### src/rtl/tile_pkg.sv
// Shared types and constants for the tile renderer / video RAM arbitration path.
package tile_pkg;

  localparam int unsigned RAM_AW        = 16;
  localparam int unsigned RAM_DW        = 16;
  // Cycles between renderer busy rising and its first RAM address.
  localparam int unsigned VID_BUSY_LEAD = 5;

  typedef enum logic [1:0] {
    IDLE = 2'd0,
    ADDR = 2'd1,
    DATA = 2'd2
  } arb_state_t;

endpackage

### src/rtl/tile_ram_arbiter_sat_counter.sv
// Saturating up-counter with synchronous clear and asynchronous active-high reset.
module sat_counter #(
  parameter int unsigned W = 16
) (
  input  logic         clk,
  input  logic         reset,
  input  logic         inc,
  input  logic         clear,
  output logic [W-1:0] count
);

  always_ff @(posedge clk or posedge reset) begin
    if (reset) begin
      count <= '0;
    end else if (clear) begin
      count <= '0;
    end else if (inc && (count != {W{1'b1}})) begin
      count <= count + W'(1);
    end
  end

endmodule

### src/rtl/tile_ram_arbiter.sv
// Shares the video RAM between the tile renderer (always wins) and a CPU requester.
module tile_ram_arbiter
  import tile_pkg::*;
#(
  parameter int unsigned AW    = RAM_AW,
  parameter int unsigned DW    = RAM_DW,
  parameter int unsigned WAITW = 16
) (
  input  logic             clk,
  input  logic             reset,
  input  logic             vid_busy,
  input  logic [AW-1:0]    vid_addr,
  output logic [DW-1:0]    vid_read,
  input  logic             cpu_req,
  input  logic             cpu_we,
  input  logic [AW-1:0]    cpu_addr,
  input  logic [DW-1:0]    cpu_wdata,
  output logic             cpu_ack,
  output logic [DW-1:0]    cpu_rdata,
  output logic [WAITW-1:0] cpu_wait,
  output logic [AW-1:0]    ram_addr,
  output logic [DW-1:0]    ram_din,
  output logic             ram_we,
  input  logic [DW-1:0]    ram_dout
);

  arb_state_t    state;
  logic [AW-1:0] lat_addr;
  logic [DW-1:0] lat_data;
  logic          lat_we;
  logic          blocked;

  // Accepting only while video is idle leaves the renderer's busy lead as guard time.
  always_ff @(posedge clk or posedge reset) begin
    if (reset) begin
      state     <= IDLE;
      cpu_ack   <= 1'b0;
      cpu_rdata <= '0;
      lat_addr  <= '0;
      lat_data  <= '0;
      lat_we    <= 1'b0;
    end else begin
      cpu_ack <= 1'b0;
      case (state)
        IDLE: begin
          if (cpu_req && !vid_busy && !cpu_ack) begin
            lat_addr <= cpu_addr;
            lat_data <= cpu_wdata;
            lat_we   <= cpu_we;
            state    <= ADDR;
          end
        end
        ADDR: state <= DATA;
        DATA: begin
          if (!lat_we) begin
            cpu_rdata <= ram_dout;
          end
          cpu_ack <= 1'b1;
          state   <= IDLE;
        end
        default: state <= IDLE;
      endcase
    end
  end

  // RAM port belongs to the CPU only during ADDR; decoded from state so reset drops ram_we at once.
  always_comb begin
    ram_addr = vid_addr;
    ram_din  = '0;
    ram_we   = 1'b0;
    if (state == ADDR) begin
      ram_addr = lat_addr;
      ram_din  = lat_data;
      ram_we   = lat_we;
    end
  end

  assign vid_read = ram_dout;
  assign blocked  = (state == IDLE) && cpu_req && !cpu_ack && vid_busy;

  sat_counter #(
    .W(WAITW)
  ) u_wait_cnt (
    .clk   (clk),
    .reset (reset),
    .inc   (blocked),
    .clear (1'b0),
    .count (cpu_wait)
  );

endmodule
### config.mk
export PLATFORM = sky130hd
export DESIGN_NAME = tile_ram_arbiter
export DESIGN_NICKNAME = d
export VERILOG_FILES = /design/src/rtl/tile_pkg.sv /design/src/rtl/tile_ram_arbiter_sat_counter.sv /design/src/rtl/tile_ram_arbiter.sv
export SDC_FILE = /design/constraint.sdc
export NUM_CORES = 1
export LEC_CHECK = 0
export CAP_MARGIN = 20
export CORE_MARGIN = 5
export CORE_UTILIZATION = 30
export CTS_BUF_LIST = sky130_fd_sc_hd__clkbuf_8 sky130_fd_sc_hd__clkbuf_16
export CTS_CLUSTER_SIZE = 40
export DETAILED_ROUTE_END_ITERATION = 6
export GPL_ROUTABILITY_DRIVEN = 0
export PLACE_DENSITY = 0.62
export SYNTH_ARGS = -nofsm -noshare
export SYNTH_HDL_FRONTEND = slang
export SYNTH_SLANG_ARGS = --single-unit
export TNS_END_PERCENT = 30
### constraint.sdc
create_clock -name clk -period 2.2 [get_ports clk]
set_input_delay 0.44 -clock clk [delete_from_list [all_inputs] [get_ports clk]]
set_output_delay 0.44 -clock clk [all_outputs]
set_load 0.01 [all_outputs]
# Word level (Yosys, flattened, before mapping)
# Cells that the tools add are included.
dict set report classes {
  add_sub_neg 1
  n_eq_ne 4
  muxes 6
  n_bitwise 1
  reduce_logical 11
}
# op count
set op_table {}
lappend op_table {{two-way mux 16 bit} 2}
lappend op_table {{adder 16 x 1 -> 16 bit, second input constant} 1}
lappend op_table {{!= test 16 bit, second input constant} 1}
lappend op_table {{logical AND 1 bit} 6}
lappend op_table {{one-hot mux 2 bit (2 select lines)} 1}
lappend op_table {{AND reduction 2 bit} 2}
lappend op_table {{== test 2 x 1 -> 1 bit, second input constant} 1}
lappend op_table {{== test 2 bit, second input constant} 1}
lappend op_table {{zero test 1 bit} 2}
lappend op_table {{zero test 2 bit} 1}
lappend op_table {{two-way mux 1 bit} 2}
lappend op_table {{two-way mux 2 bit} 1}
lappend op_table {{!= test 2 bit, second input constant} 1}
lappend op_table {{inverter 1 bit} 1}
dict set report totals {
  regBits 68
  out_inout_bits 82
  elab_cells 30
}

# Logic depth before layout (Yosys ltp)
dict set report logic_depth {
  depth_word 5
  depth_mapped 5
  ltp_nobuf 5
}

# Modules after synthesis
# Synthesis repeated with hierarchy kept, for this count alone.
dict set report unflattened {
  hier_cells 268
  area_unflattened_um2 3331.9
}
# mod instances cells_per_inst area_per_inst_um2 seq_area_each_um2
set modules_own_cells {}
lappend modules_own_cells {tile_ram_arbiter 1 167 2399.8 1301.2}
lappend modules_own_cells {sat_counter 1 101 932.1 400.4}

# Least setup slack after synthesis
# Ideal clock, no wire load.
dict set report synth_path {
  path_type {reg-to-reg}
  from {register state[0]}
  to {register lat_addr[0]}
  setup_ns 0.125
  t_arrival_ns 1.795
  required_time_ns 2.075
  slack_ns 0.280
  stages_incl_launch_ff 6
  synth_period_minus_slack_ns 1.920
  path_cell_list {dfrtp_1 > or4b_1 > buf_6 > nor2_2 > buf_6 > mux2_2}
}
dict set report synth_via {
  elab_chain_cells 2
}
# item line
set synth_lines {}
lappend synth_lines {{start, declared} tile_ram_arbiter.sv:27} ;# arb_state_t state;
lappend synth_lines {{start signal, assigned} tile_ram_arbiter.sv:36} ;# state <= IDLE;
lappend synth_lines {{start signal, assigned} tile_ram_arbiter.sv:50} ;# state <= ADDR;
lappend synth_lines {{start signal, assigned} tile_ram_arbiter.sv:53} ;# ADDR: state <= DATA;
lappend synth_lines {{zero test 2 bit} tile_ram_arbiter.sv:44} ;# case (state)
lappend synth_lines {{AND reduction 2 bit (no source line)} -}
lappend synth_lines {{end signal, assigned} tile_ram_arbiter.sv:47} ;# lat_addr <= cpu_addr;
lappend synth_lines {{end, declared} tile_ram_arbiter.sv:28} ;# logic [AW-1:0] lat_addr;
# Every way passes these cells.
# A chain may end at the register's enable or synchronous reset.

# Worst setup path in the final report
dict set report layout_path {
  from {register state[1]}
  to {output port ram_addr[10]}
}
dict set report layout_via {
  elab_chain_cells 2
}
# item line
set layout_lines {}
lappend layout_lines {{== test 2 x 1 -> 1 bit} tile_ram_arbiter.sv:71} ;# if (state == ADDR) begin
lappend layout_lines {{two-way mux 16 bit} tile_ram_arbiter.sv:71}
lappend layout_lines {{end, declared} tile_ram_arbiter.sv:21} ;# output logic [AW-1:0] ram_addr,
# Every way passes these cells.

==> summary.md <==
| Metric | Value |
|---|---|
| Status | `finished, final reports clean` |
| Vias after detailed routing | `2389` |
| Kind of critical path | `reg -> out` |
| Cell count of the worst reg-to-reg path | `5` |
| Total negative slack | `0 ns` |
| Share of layout cells above drive strength 1 | `30.48%` |
| # setup viols final | `0` |
| Crit path max fanout | `9` |
| CTS buffer count | `9` |
| Number of H-tree levels | `3` |
| Area grow syn2layout | `59.10%` |
| Post-Place Worst Slack | `-0.2049 ns` |
| Post-synthesis sequential area ratio | `53.13%` |
| Die height | `113.3 µm` |
| Setup crit end | `ram_addr[10]` |
| Reg2reg start | `state[1]` |
| Global-route wire length before repair | `12720 µm` |
| Min cycle time layout | `2.161 ns` |
| CP max-delay cell | `dfrtp_1` |
| CP cell instances | `nor2b_4 -> buf_6 -> buf_12 -> buf_4 -> mux2_2 -> buf_2` |
| Total core area | `10370 µm²` |
| Pwr dens | `878.7 nW/µm²` |
| Final hold violation count | `0` |
| Via density | `4.482` |
| Synthesized cell area | `3203 µm²` |
| Clk slew on worst S/H paths | `0.08 ns` |
| Post-layout util | `49.14%` |
| GR Overflow Total | `0` |
| DIE AREA | `12840 µm²` |
| Commonest non-fill, non-tap cell in the layout | `clkdlybuf4s50_1` |
| DRT iter0 DRCs | `37` |
| R2R Path End | `u_wait_cnt.count[1]` |
| Final nets | `462` |
| Distinct cells, synth | `32` |
| Hold WC Path Type | `in -> async` |
| Fin area | `5096 µm²` |
| Finished Layout Cells | `533` |
| CTS tree | `yes` |
| Max_cap viols | `0` |
| Antenna violations before repair | `0` |
| Commonest cells after routing, fill and taps aside | `117 x clkdlybuf4s50_1, 68 x dfrtp_1, 66 x mux2_2, 18 x and2_1, 14 x clkbuf_2` |
| CTS sink cnt | `68` |
| Critical Path Source | `state[1]` |
| Starting Density | `30.89%` |
| Slowest stage delay, CP | `0.41 ns` |
| Placed Area | `4842 µm²` |
| Slew Limit Headroom | `64.22%` |
| Hold_ws | `0.4014 ns` |
| Seq cells post-synth | `68` |
| Slew @ Worst Pin | `0.5322 ns` |
| Syn_area_per_cell | `13.29 µm²` |
| FILL cells | `963` |
| Overall Global Routing Usage | `12.35%` |
| Post-Route WL | `7934 µm` |
| Ratio of final minimum period to clock period | `98.21%` |
| Worst Slack Setup Final | `0.03949 ns` |
| HPWL after detailed placement | `5811 µm` |
| Root Driver | `clkbuf_8` |
| R2R setup slack | `0.24 ns` |
| Max VDD drop | `0.0004965 V` |
| Die X-Extent | `113.3 µm` |
| Row count | `37` |
| Syn nets | `311` |
| Number of global-route vias before repair | `2590` |
| Skew final | `0.005615 ns` |
| DRC viols | `0` |
| Post-Synthesis Cells | `241` |
| Largest net degree at the start of global routing | `21` |
| Design Power | `4.478 mW` |
| DRT Pass-1 Iters | `4` |
| Static Leak | `2.162 nW` |
| Crit end category | `output port` |
| Placed cells | `512` |
| WL/cell | `14.89 µm` |
| Fin. max-slew vios | `0` |
| Buffer depth of the longest clock path | `2` |
| Multi-input gate area | `1314 µm²` |
| Clock Latency Late Sink | `0.34 ns` |
| Worst Setup Start Kind | `flip-flop` |
| Reg area | `1702 µm²` |
| Peak Freq | `462.9 MHz` |
| IO Pins | `151` |
| I/O Buffers | `150` |
| RSZ-0062 raised after global routing | `yes` |
| Diodes inserted | `0` |
| Worst path required time | `1.76 ns` |
| Ys Warns | `0` |
| Worst Path Arrival | `1.72 ns` |
| Antenna viol nets, final | `0` |
-- cells in the mapped netlist --
library cell	instances	share of area, %
nor2b_1	2	0.39
buf_6	4	1.4
o21a_1	1	0.23
and3_1	3	0.59
mux2_2	66	23
and2_1	18	3.5
nor3b_1	1	0.23
o21ai_0	1	0.16
nor2_2	1	0.20
nand4_1	6	1.2
a41oi_1	2	0.55
xor2_1	5	1.4
nor4_1	1	0.20
nor3_1	2	0.31
or2_4	1	0.27
nor4_4	2	1.3
nand2_1	4	0.47
clkbuf_1	6	0.70
and4_1	2	0.55
buf_4	16	3.8
buf_2	1	0.16
a21oi_1	2	0.31
nand3_1	10	1.6
inv_1	2	0.23
xnor2_1	7	1.9
nor4_2	2	0.78
dfrtp_1	68	53
ha_1	1	0.39
o2111ai_1	1	0.27
nor2_1	1	0.12
or4b_1	1	0.31
and2b_1	1	0.23
-- how the worst min path moves through the flow --
| stage | start | endpoint | slack [ns] | cells after the start |
|---|---|---|---|---|
| floorplan | lat_data[0] | lat_data[0] | 0.47 | 1 |
| global placement | lat_data[9] | lat_data[9] | 0.48 | 1 |
| detailed placement | lat_data[2] | lat_data[2] | 0.49 | 1 |
| CTS | reset | u_wait_cnt.count[0] | 0.39 | 2 |
| global route | reset | u_wait_cnt.count[2] | 0.41 | 2 |
| finish | reset | u_wait_cnt.count[2] | 0.40 | 2 |
-- cell type report --
type / instances / area share, %
sequential: 68 / 33.39
inverter: 2 / 0.1473
tap: 136 / 3.339
clock buffer: 9 / 2.431
clock inverter: 7 / 2.283
multi-input combinational: 144 / 25.78
timing repair buffer: 167 / 32.63
-- power breakdown --
part	total, mW	internal [mW]	switching, mW	leakage [nW]
logic	1.40	0.909	0.492	1.21
registers	1.85	1.61	0.237	0.830
clock network	1.23	0.751	0.476	0.125
total	4.48	3.27	1.20	2.16
-- critical path: cells and delay by family, from the launching register on --
family,cells,cell delay (ns)
AND/OR/NAND/NOR,1,0.14
flip-flops,1,0.41
buffers and inverters,4,0.51
multiplexers,1,0.31
-- cells by family after synthesis --
family	share of synthesized area, %
adder cells (fa/ha/maj)	0.3906
flip-flops	53.12
buffers and inverters	6.250
AND/OR/NAND/NOR	12.23
XOR/XNOR	3.281
multiplexers	23.20
AO/OA/AOI/OAI	1.524
-- flip-flops by register name, summed over array words and instances (netlist names) --
| register | cells |
|---|---|
| lat_we | 1 |
| u_wait_cnt.count | 16 |
| state | 2 |
| cpu_rdata | 16 |
| cpu_ack | 1 |
| lat_data | 16 |
| lat_addr | 16 |
-- metal layers --
metal / track usage (%) / vias up / wire, µm
met3: 5.936 / 5 / 788
li1: - / 1140 / -
met1: 14.17 / 1149 / 3257
met5: 0 / - / 0
met4: 4.087 / 0 / 57
met2: 20.26 / 95 / 3830
-- what timing repair did --
item                                    CTS  global route
hold buffers                              0             0
resized for setup                        42            36
buffers inserted                          1             2
gates cloned                              1             1
endpoints found under the setup margin   33            13
pin swaps                                 0             0
No activity file was read; power rests on OpenSTA's default activity.
